--- src/rtl/button_event_scheduler_pkg.sv ---
// rtl/button_event_scheduler_pkg.sv - shared types and constants for the button event scheduler
package button_pkg;

   localparam int NUM_SRC = 4;
   localparam int SRC_W   = 2;

   typedef enum logic [SRC_W-1:0] {
      DAYNIGHT = 2'd0,
      MODE     = 2'd1,
      TRIP     = 2'd2,
      SETTING  = 2'd3
   } src_e;

   localparam logic [1:0] REG_EVENT  = 2'd0;
   localparam logic [1:0] REG_STATUS = 2'd1;
   localparam logic [1:0] REG_MASK   = 2'd2;
   localparam logic [1:0] REG_CTRL   = 2'd3;

   localparam int VALID_BIT   = 31;
   localparam int OVF_BIT     = 16;
   localparam int PEND_LSB    = 8;
   localparam int FLUSH_BIT   = 0;
   localparam int CLR_OVF_BIT = 1;

endpackage

--- src/rtl/button_event_scheduler_fifo.sv ---
// rtl/button_event_scheduler_fifo.sv - circular event queue with flush
module event_fifo #(
   parameter int DEPTH = 4,
   parameter int WIDTH = 2
) (
   input  logic                   clk,
   input  logic                   rst,
   input  logic                   push,
   input  logic [WIDTH-1:0]       push_data,
   input  logic                   pop,
   input  logic                   flush,
   output logic [WIDTH-1:0]       head,
   output logic [$clog2(DEPTH):0] count,
   output logic                   full,
   output logic                   empty
);

   localparam int AW = $clog2(DEPTH);
   localparam int CW = AW + 1;

   logic [WIDTH-1:0] mem [DEPTH];
   logic [AW-1:0]    wr_ptr;
   logic [AW-1:0]    rd_ptr;
   logic             do_push;
   logic             do_pop;

   assign empty   = (count == '0);
   assign full    = (count == CW'(DEPTH));
   assign do_pop  = pop && !empty;
   // A push into a full queue is legal only when the head leaves on the same edge.
   assign do_push = push && (!full || do_pop);
   assign head    = mem[rd_ptr];

   always_ff @(posedge clk) begin
      if (do_push && !flush) begin
         mem[wr_ptr] <= push_data;
      end
   end

   always_ff @(posedge clk) begin
      if (rst || flush) begin
         wr_ptr <= '0;
         rd_ptr <= '0;
         count  <= '0;
      end else begin
         if (do_push) wr_ptr <= wr_ptr + 1'b1;
         if (do_pop)  rd_ptr <= rd_ptr + 1'b1;
         case ({do_push, do_pop})
            2'b10:   count <= count + 1'b1;
            2'b01:   count <= count - 1'b1;
            default: count <= count;
         endcase
      end
   end

endmodule

--- src/rtl/button_event_scheduler.sv ---
// rtl/button_event_scheduler.sv - button event pending/arbiter/queue with AHB-Lite drain port
module button_event_scheduler
   import button_pkg::*;
#(
   parameter int FIFO_DEPTH = 4
) (
   input  logic               HCLK,
   input  logic               HRESET,
   input  logic [31:0]        HADDR,
   input  logic [31:0]        HWDATA,
   input  logic               HWRITE,
   input  logic               HREADY,
   input  logic               HSEL,
   input  logic [2:0]         HSIZE,
   input  logic [1:0]         HTRANS,
   input  logic [NUM_SRC-1:0] EventPulse,
   output logic [31:0]        HRDATA,
   output logic               HREADYOUT,
   output logic               IRQ
);

   localparam int CNT_W = $clog2(FIFO_DEPTH) + 1;

   logic               ap_valid;
   logic               ap_write;
   logic [1:0]         ap_offset;
   logic [NUM_SRC-1:0] mask;
   logic [NUM_SRC-1:0] pending;
   logic [SRC_W-1:0]   rr_ptr;
   logic               ovf;

   logic [SRC_W-1:0]   fifo_head;
   logic [CNT_W-1:0]   fifo_count;
   logic               fifo_full;
   logic               fifo_empty;

   logic               rd_event, wr_mask, wr_ctrl;
   logic               pop, push, flush, clr_ovf;
   logic [NUM_SRC-1:0] accepted, loss, grant_oh, keep_mask;
   logic               grant_valid;
   logic [SRC_W-1:0]   grant_idx;
   logic [SRC_W-1:0]   cand;
   logic               unused_ok;

   assign HREADYOUT = 1'b1;
   assign IRQ       = (fifo_count != '0);
   assign unused_ok = ^{HADDR[31:4], HADDR[1:0], HWDATA[31:NUM_SRC], HSIZE};

   assign rd_event  = ap_valid && !ap_write && (ap_offset == REG_EVENT);
   assign wr_mask   = ap_valid &&  ap_write && (ap_offset == REG_MASK);
   assign wr_ctrl   = ap_valid &&  ap_write && (ap_offset == REG_CTRL);
   assign pop       = rd_event && !fifo_empty;
   assign flush     = wr_ctrl && HWDATA[FLUSH_BIT];
   assign clr_ovf   = wr_ctrl && HWDATA[CLR_OVF_BIT];
   assign accepted  = EventPulse & mask;
   assign loss      = accepted & pending;
   assign push      = grant_valid && (!fifo_full || pop) && !flush;
   assign keep_mask = wr_mask ? HWDATA[NUM_SRC-1:0] : '1;

   // Round-robin search starting at the pointer; the first pending source wins.
   always_comb begin
      grant_valid = 1'b0;
      grant_idx   = '0;
      cand        = '0;
      for (int i = 0; i < NUM_SRC; i++) begin
         cand = rr_ptr + SRC_W'(i);
         if (!grant_valid && pending[cand]) begin
            grant_valid = 1'b1;
            grant_idx   = cand;
         end
      end
   end

   always_comb begin
      grant_oh = '0;
      if (push) grant_oh[grant_idx] = 1'b1;
   end

   always_ff @(posedge HCLK) begin
      if (HRESET) begin
         ap_valid  <= 1'b0;
         ap_write  <= 1'b0;
         ap_offset <= '0;
         mask      <= '1;
         pending   <= '0;
         rr_ptr    <= '0;
         ovf       <= 1'b0;
      end else begin
         ap_valid  <= HSEL && HREADY && (HTRANS != 2'b00);
         ap_write  <= HWRITE;
         ap_offset <= HADDR[3:2];
         if (wr_mask) mask <= HWDATA[NUM_SRC-1:0];
         // Pulses landing in the flush cycle are dropped outright and cannot flag overflow.
         if (flush) begin
            pending <= '0;
            ovf     <= ovf && !clr_ovf;
         end else begin
            pending <= (pending | accepted) & ~grant_oh & keep_mask;
            ovf     <= (ovf && !clr_ovf) || (|loss);
         end
         if (push) rr_ptr <= grant_idx + 1'b1;
      end
   end

   always_comb begin
      HRDATA = '0;
      if (ap_valid && !ap_write) begin
         case (ap_offset)
            REG_EVENT: begin
               if (!fifo_empty) begin
                  HRDATA[VALID_BIT]   = 1'b1;
                  HRDATA[SRC_W-1:0]   = fifo_head;
               end
            end
            REG_STATUS: begin
               HRDATA[CNT_W-1:0]          = fifo_count;
               HRDATA[PEND_LSB +: NUM_SRC] = pending;
               HRDATA[OVF_BIT]             = ovf;
            end
            REG_MASK: HRDATA[NUM_SRC-1:0] = mask;
            default:  HRDATA = '0;
         endcase
      end
   end

   event_fifo #(
      .DEPTH (FIFO_DEPTH),
      .WIDTH (SRC_W)
   ) u_fifo (
      .clk       (HCLK),
      .rst       (HRESET),
      .push      (push),
      .push_data (grant_idx),
      .pop       (pop),
      .flush     (flush),
      .head      (fifo_head),
      .count     (fifo_count),
      .full      (fifo_full),
      .empty     (fifo_empty)
   );

endmodule

--- config.mk ---
export PLATFORM = sky130hd
export DESIGN_NAME = button_event_scheduler
export DESIGN_NICKNAME = d
export VERILOG_FILES = /design/src/rtl/button_event_scheduler_pkg.sv /design/src/rtl/button_event_scheduler_fifo.sv /design/src/rtl/button_event_scheduler.sv
export SDC_FILE = /design/constraint.sdc
export NUM_CORES = 1
export LEC_CHECK = 0
export CAP_MARGIN = 10
export CELL_PAD_IN_SITES_DETAIL_PLACEMENT = 1
export CELL_PAD_IN_SITES_GLOBAL_PLACEMENT = 2
export CORE_MARGIN = 1.5
export CORE_UTILIZATION = 19
export DETAILED_ROUTE_END_ITERATION = 6
export HOLD_SLACK_MARGIN = 0.03
export MAX_ROUTING_LAYER = met4
export PLACE_DENSITY_LB_ADDON = 0.15
export SLEW_MARGIN = 20
export SYNTH_ARGS = -nofsm -noshare
export SYNTH_HDL_FRONTEND = slang
export SYNTH_SLANG_ARGS = --single-unit
--- constraint.sdc ---
create_clock -name HCLK -period 2.4 [get_ports HCLK]
set_clock_uncertainty 0.1 [all_clocks]
set_input_delay 0.24 -clock HCLK [delete_from_list [all_inputs] [get_ports HCLK]]
set_output_delay 0.24 -clock HCLK [all_outputs]
set_load 0.005 [all_outputs]
==> run metrics <==
core outline area=roughly 10000 sq um; power per cell area=around 870 nW/um^2; Final GP Congestion=0.6808; VDD IR max=around 0.00023 V; crit path DAT=between 2 and 2.5 ns; antenna cells=0; largest net degree at the start of global routing=13; sequential fraction of design power=between 30% and 40%; Total Die Area=between 10000 and 15000 sq um; All-Layer GR Usage=10.44%; antenna-violating nets left=0; Yosys warning count=0; number of synthesized flops with an enable pin=8; R2R Path End=u_fifo.count[2]; hold_ws=approximately 0.38 ns; 1st-iter DRT viols=31; hold depth=3; maxcap violations=0; clock sinks=32; Final period util=a little over nine tenths; Netlist cell types=around 40; Synth Area in Simple Gates=18.58%; Reg2Reg Setup Slack=0.08 ns; CP max stage delay=around 0.36 ns; Util after Layout=25.42%; Site Rows=36; DR DRC count=0; # setup viols final=0; FF-to-FF Start=ap_offset[0]; Synth async-reset ratio=0%; Post-Syn Area per Cell=roughly 10 sq um; slowest CP cell=dfxtp_4; Vias=1419; initial core utilization=between 10% and 20%; crit-path max FO=4; Synth Area in Compound Gates=about 16%; routed wire length per instance=14.15 um; Setup crit start kind=flop; Clk pwr share=a little under a fifth; synthesis-to-layout area growth=29.81%; Clk Latency, worst-skew pair=0.29 ns; Vert. Die Dim=between 100 and 150 um; worst hold path startpoint=HREADY; Placed Cells=356; clock root buffer=clkbuf_8; worst hold path type=input pin to flop; leak pwr=1.035 nW; largest family of logic cells by synthesized area=simple AND/OR/NAND/NOR gates; WHS Endpoint=ap_valid; Max Buffers Root-to-Sink=2; Via density=around 3.9; dominant synthesized flop cell=dfxtp_1; Detailed Routing Iterations Pass 1=4; final wirelength=5165 um; Worst Setup End Kind=flop; fin cells=approximately 370; FF-to-FF path depth=11; DIE WIDTH=103.1 um; dpl hpwl=around 4100 um; Max H-tree Level=2; Internal Pwr Total=about 1.4 mW; Layout Nets=roughly 320; number of synthesized register bits=32; CTS tree=done; Fmax=between 0.4 and 0.5 GHz; min Tclk post-route=2.325 ns; post-synthesis sequential area ratio=37.82%; layout cell share with drive strength beyond 1=between 10% and 20%; Setup TNS=0 ns; first-pass GRT wire length=between 7000 and 8000 um; xor/xnor cell area share of the yosys netlist=between 2 and 2.5%; worst path required time=around 2.5 ns; synthesized cell area=1906 sq um; critical path cell sequence=inv_2 -> ha_4 -> nand3b_1 -> a31oi_4 -> and2_4 -> inv_2 -> ha_4 -> fa_2 -> xnor2_1 -> or3_1 -> a21oi_1; worst setup path class=flop to flop; fin. max-slew vios=0; Post-Syn Instances=around 190; mux contribution to synthesized area=3.414%; worst setup margin=0.07536 ns; Adder-Cell Fraction of Synth Area=around a tenth; I/O Pins=112; initial antenna violation count=0; Logic pwr share=43.6%; vias in the first global route=about 1.4k; clock-pin slew on the worst setup and hold paths=0.08 ns; RSZ-0062 raised after global routing=true; grt ovf=0; P_sw=between 0.7 and 0.8 mW; final count of hold timing violations=0; Sw Share=a little over a third; I/O Buffers=27; status=finished, final reports clean; Num CTS Buffers=5; Setup WS pre-CTS=about 0.06 ns
==> placed cells by master, fill, tap and decap left out, types with 3 or more instances in the layout <==
cell and count:
inv_2 3, ha_1 12, clkbuf_8 5, inv_1 5
nand2b_1 5, a21oi_1 9, dfxtp_1 21, edfxtp_1 8
conb_1 23, nand3_1 7, and3_1 11, nor2b_1 4
nor2_1 20, o21bai_1 4, buf_4 16, clkdlybuf4s50_1 25
xnor2_1 3, nand4_1 3, nor3_1 3, a2111oi_4 4
==> worst max path at each step <==
stage	slack, ns	from	cells past startpoint	endpoint
5_1_grt	-0.03	ap_offset[1]	11	u_fifo.count[2]
3_3_place_gp	0.05	ap_offset[1]	11	u_fifo.count[2]
3_5_place_dp	0.06	ap_offset[1]	11	u_fifo.count[2]
6_report	0.08	ap_offset[0]	11	u_fifo.count[2]
2_1_floorplan	-0.03	ap_offset[1]	11	u_fifo.count[2]
4_1_cts	0.04	ap_offset[1]	11	u_fifo.count[2]
==> final cells by class <==
class,count,area [sq um]
Fill cell,1156,7256
Inverter,8,30.03
Multi-Input combinational cell,141,1076
Clock buffer,5,68.82
Timing Repair Buffer,43,391.6
Sequential cell,32,726.9
Clock inverter,3,13.76
Tap cell,133,166.4
==> metrics by stage <==
step	instance area (sq um)	power [mW]
2_1_floorplan	2014	1.456
3_3_place_gp	2379	1.758
3_5_place_dp	2379	1.762
4_1_cts	2461	2.180
5_1_grt	2474	2.335
6_report	2474	2.160
==> registers in the layout, summed over array words and instances (netlist names), named ones only <==
name,cells
u_fifo.rd_ptr,2
u_fifo.mem,8
ap_valid,1
mask,4
rr_ptr,2
ovf,1
u_fifo.count,3
ap_write,1
ap_offset,2
u_fifo.wr_ptr,2
pending,4
==> metal layers <==
layer,wire (um),track usage (%)
met3,208,2.237
met2,2314,15.59
met4,63,2.495
met5,0,-
met1,2578,14.37
==> worst max-delay path: cells and delay by family, from the launching register on <==
kind | cells | cell delay (ns)
fa+ha+maj | 3 | 0.64
flops | 1 | 0.36
compound gates | 2 | 0.31
xor+xnor | 1 | 0.13
simple gates | 3 | 0.61
buf+inv | 2 | 0.11
==> repair_timing <==
| item | in CTS | in global routing |
|---|---|---|
| setup buffers | 0 | 1 |
| gates resized for setup | 2 | 2 |
| setup endpoints to repair | 2 | 2 |
| hold endpoints to repair | 0 | 0 |
| hold buffers | 0 | 0 |
| cloned | 0 | 0 |
| pin swaps | 1 | 2 |
==> cell families after synthesis <==
family                   Yosys count
buffers and inverters             34
multiplexers                       4
AND/OR/NAND/NOR                   64
XOR/XNOR                           5
flip-flops                        32
AO/OA/AOI/OAI                     30
adder cells (fa/ha/maj)           15
other                              2
==> synthesized netlist by cell type (2+ instances only) <==
| cell | instances | area, sq um |
|---|---|---|
| nor2b_1 | 4 | 25.02 |
| and2b_1 | 2 | 15.01 |
| nand4_1 | 3 | 18.77 |
| xor2_1 | 2 | 17.52 |
| a21oi_1 | 9 | 45.04 |
| ha_1 | 14 | 175.2 |
| nand3_1 | 7 | 35.03 |
| clkbuf_1 | 2 | 7.510 |
| mux4_2 | 2 | 45.04 |
| buf_4 | 23 | 172.7 |
| inv_1 | 8 | 30.03 |
| nor3_1 | 3 | 15.01 |
| a222oi_1 | 2 | 20.02 |
| mux2i_1 | 2 | 20.02 |
| edfxtp_1 | 8 | 240.2 |
| nor2_1 | 20 | 75.07 |
| a22oi_1 | 2 | 15.01 |
| xnor2_1 | 3 | 26.28 |
| a2111oi_4 | 4 | 110.1 |
| o21bai_1 | 4 | 30.03 |
| dfxtp_1 | 24 | 480.5 |
| and3_1 | 11 | 68.82 |
| or3_1 | 2 | 12.51 |
| nand2_1 | 2 | 7.510 |
| conb_1 | 2 | 7.510 |
| nand2b_1 | 5 | 31.28 |
| and2_1 | 2 | 12.51 |
==> power groups by stage <==
| stage | registers (mW) | logic, mW | clock network (mW) |
|---|---|---|---|
| finish | 0.808 | 0.942 | 0.410 |
| global route | 0.828 | 1.06 | 0.446 |
| CTS | 0.809 | 0.947 | 0.424 |
| detailed placement | 0.823 | 0.940 | 0 |
| global placement | 0.823 | 0.935 | 0 |
| floorplan | 0.815 | 0.641 | 0 |
No activity file was read; power rests on OpenSTA's default activity.
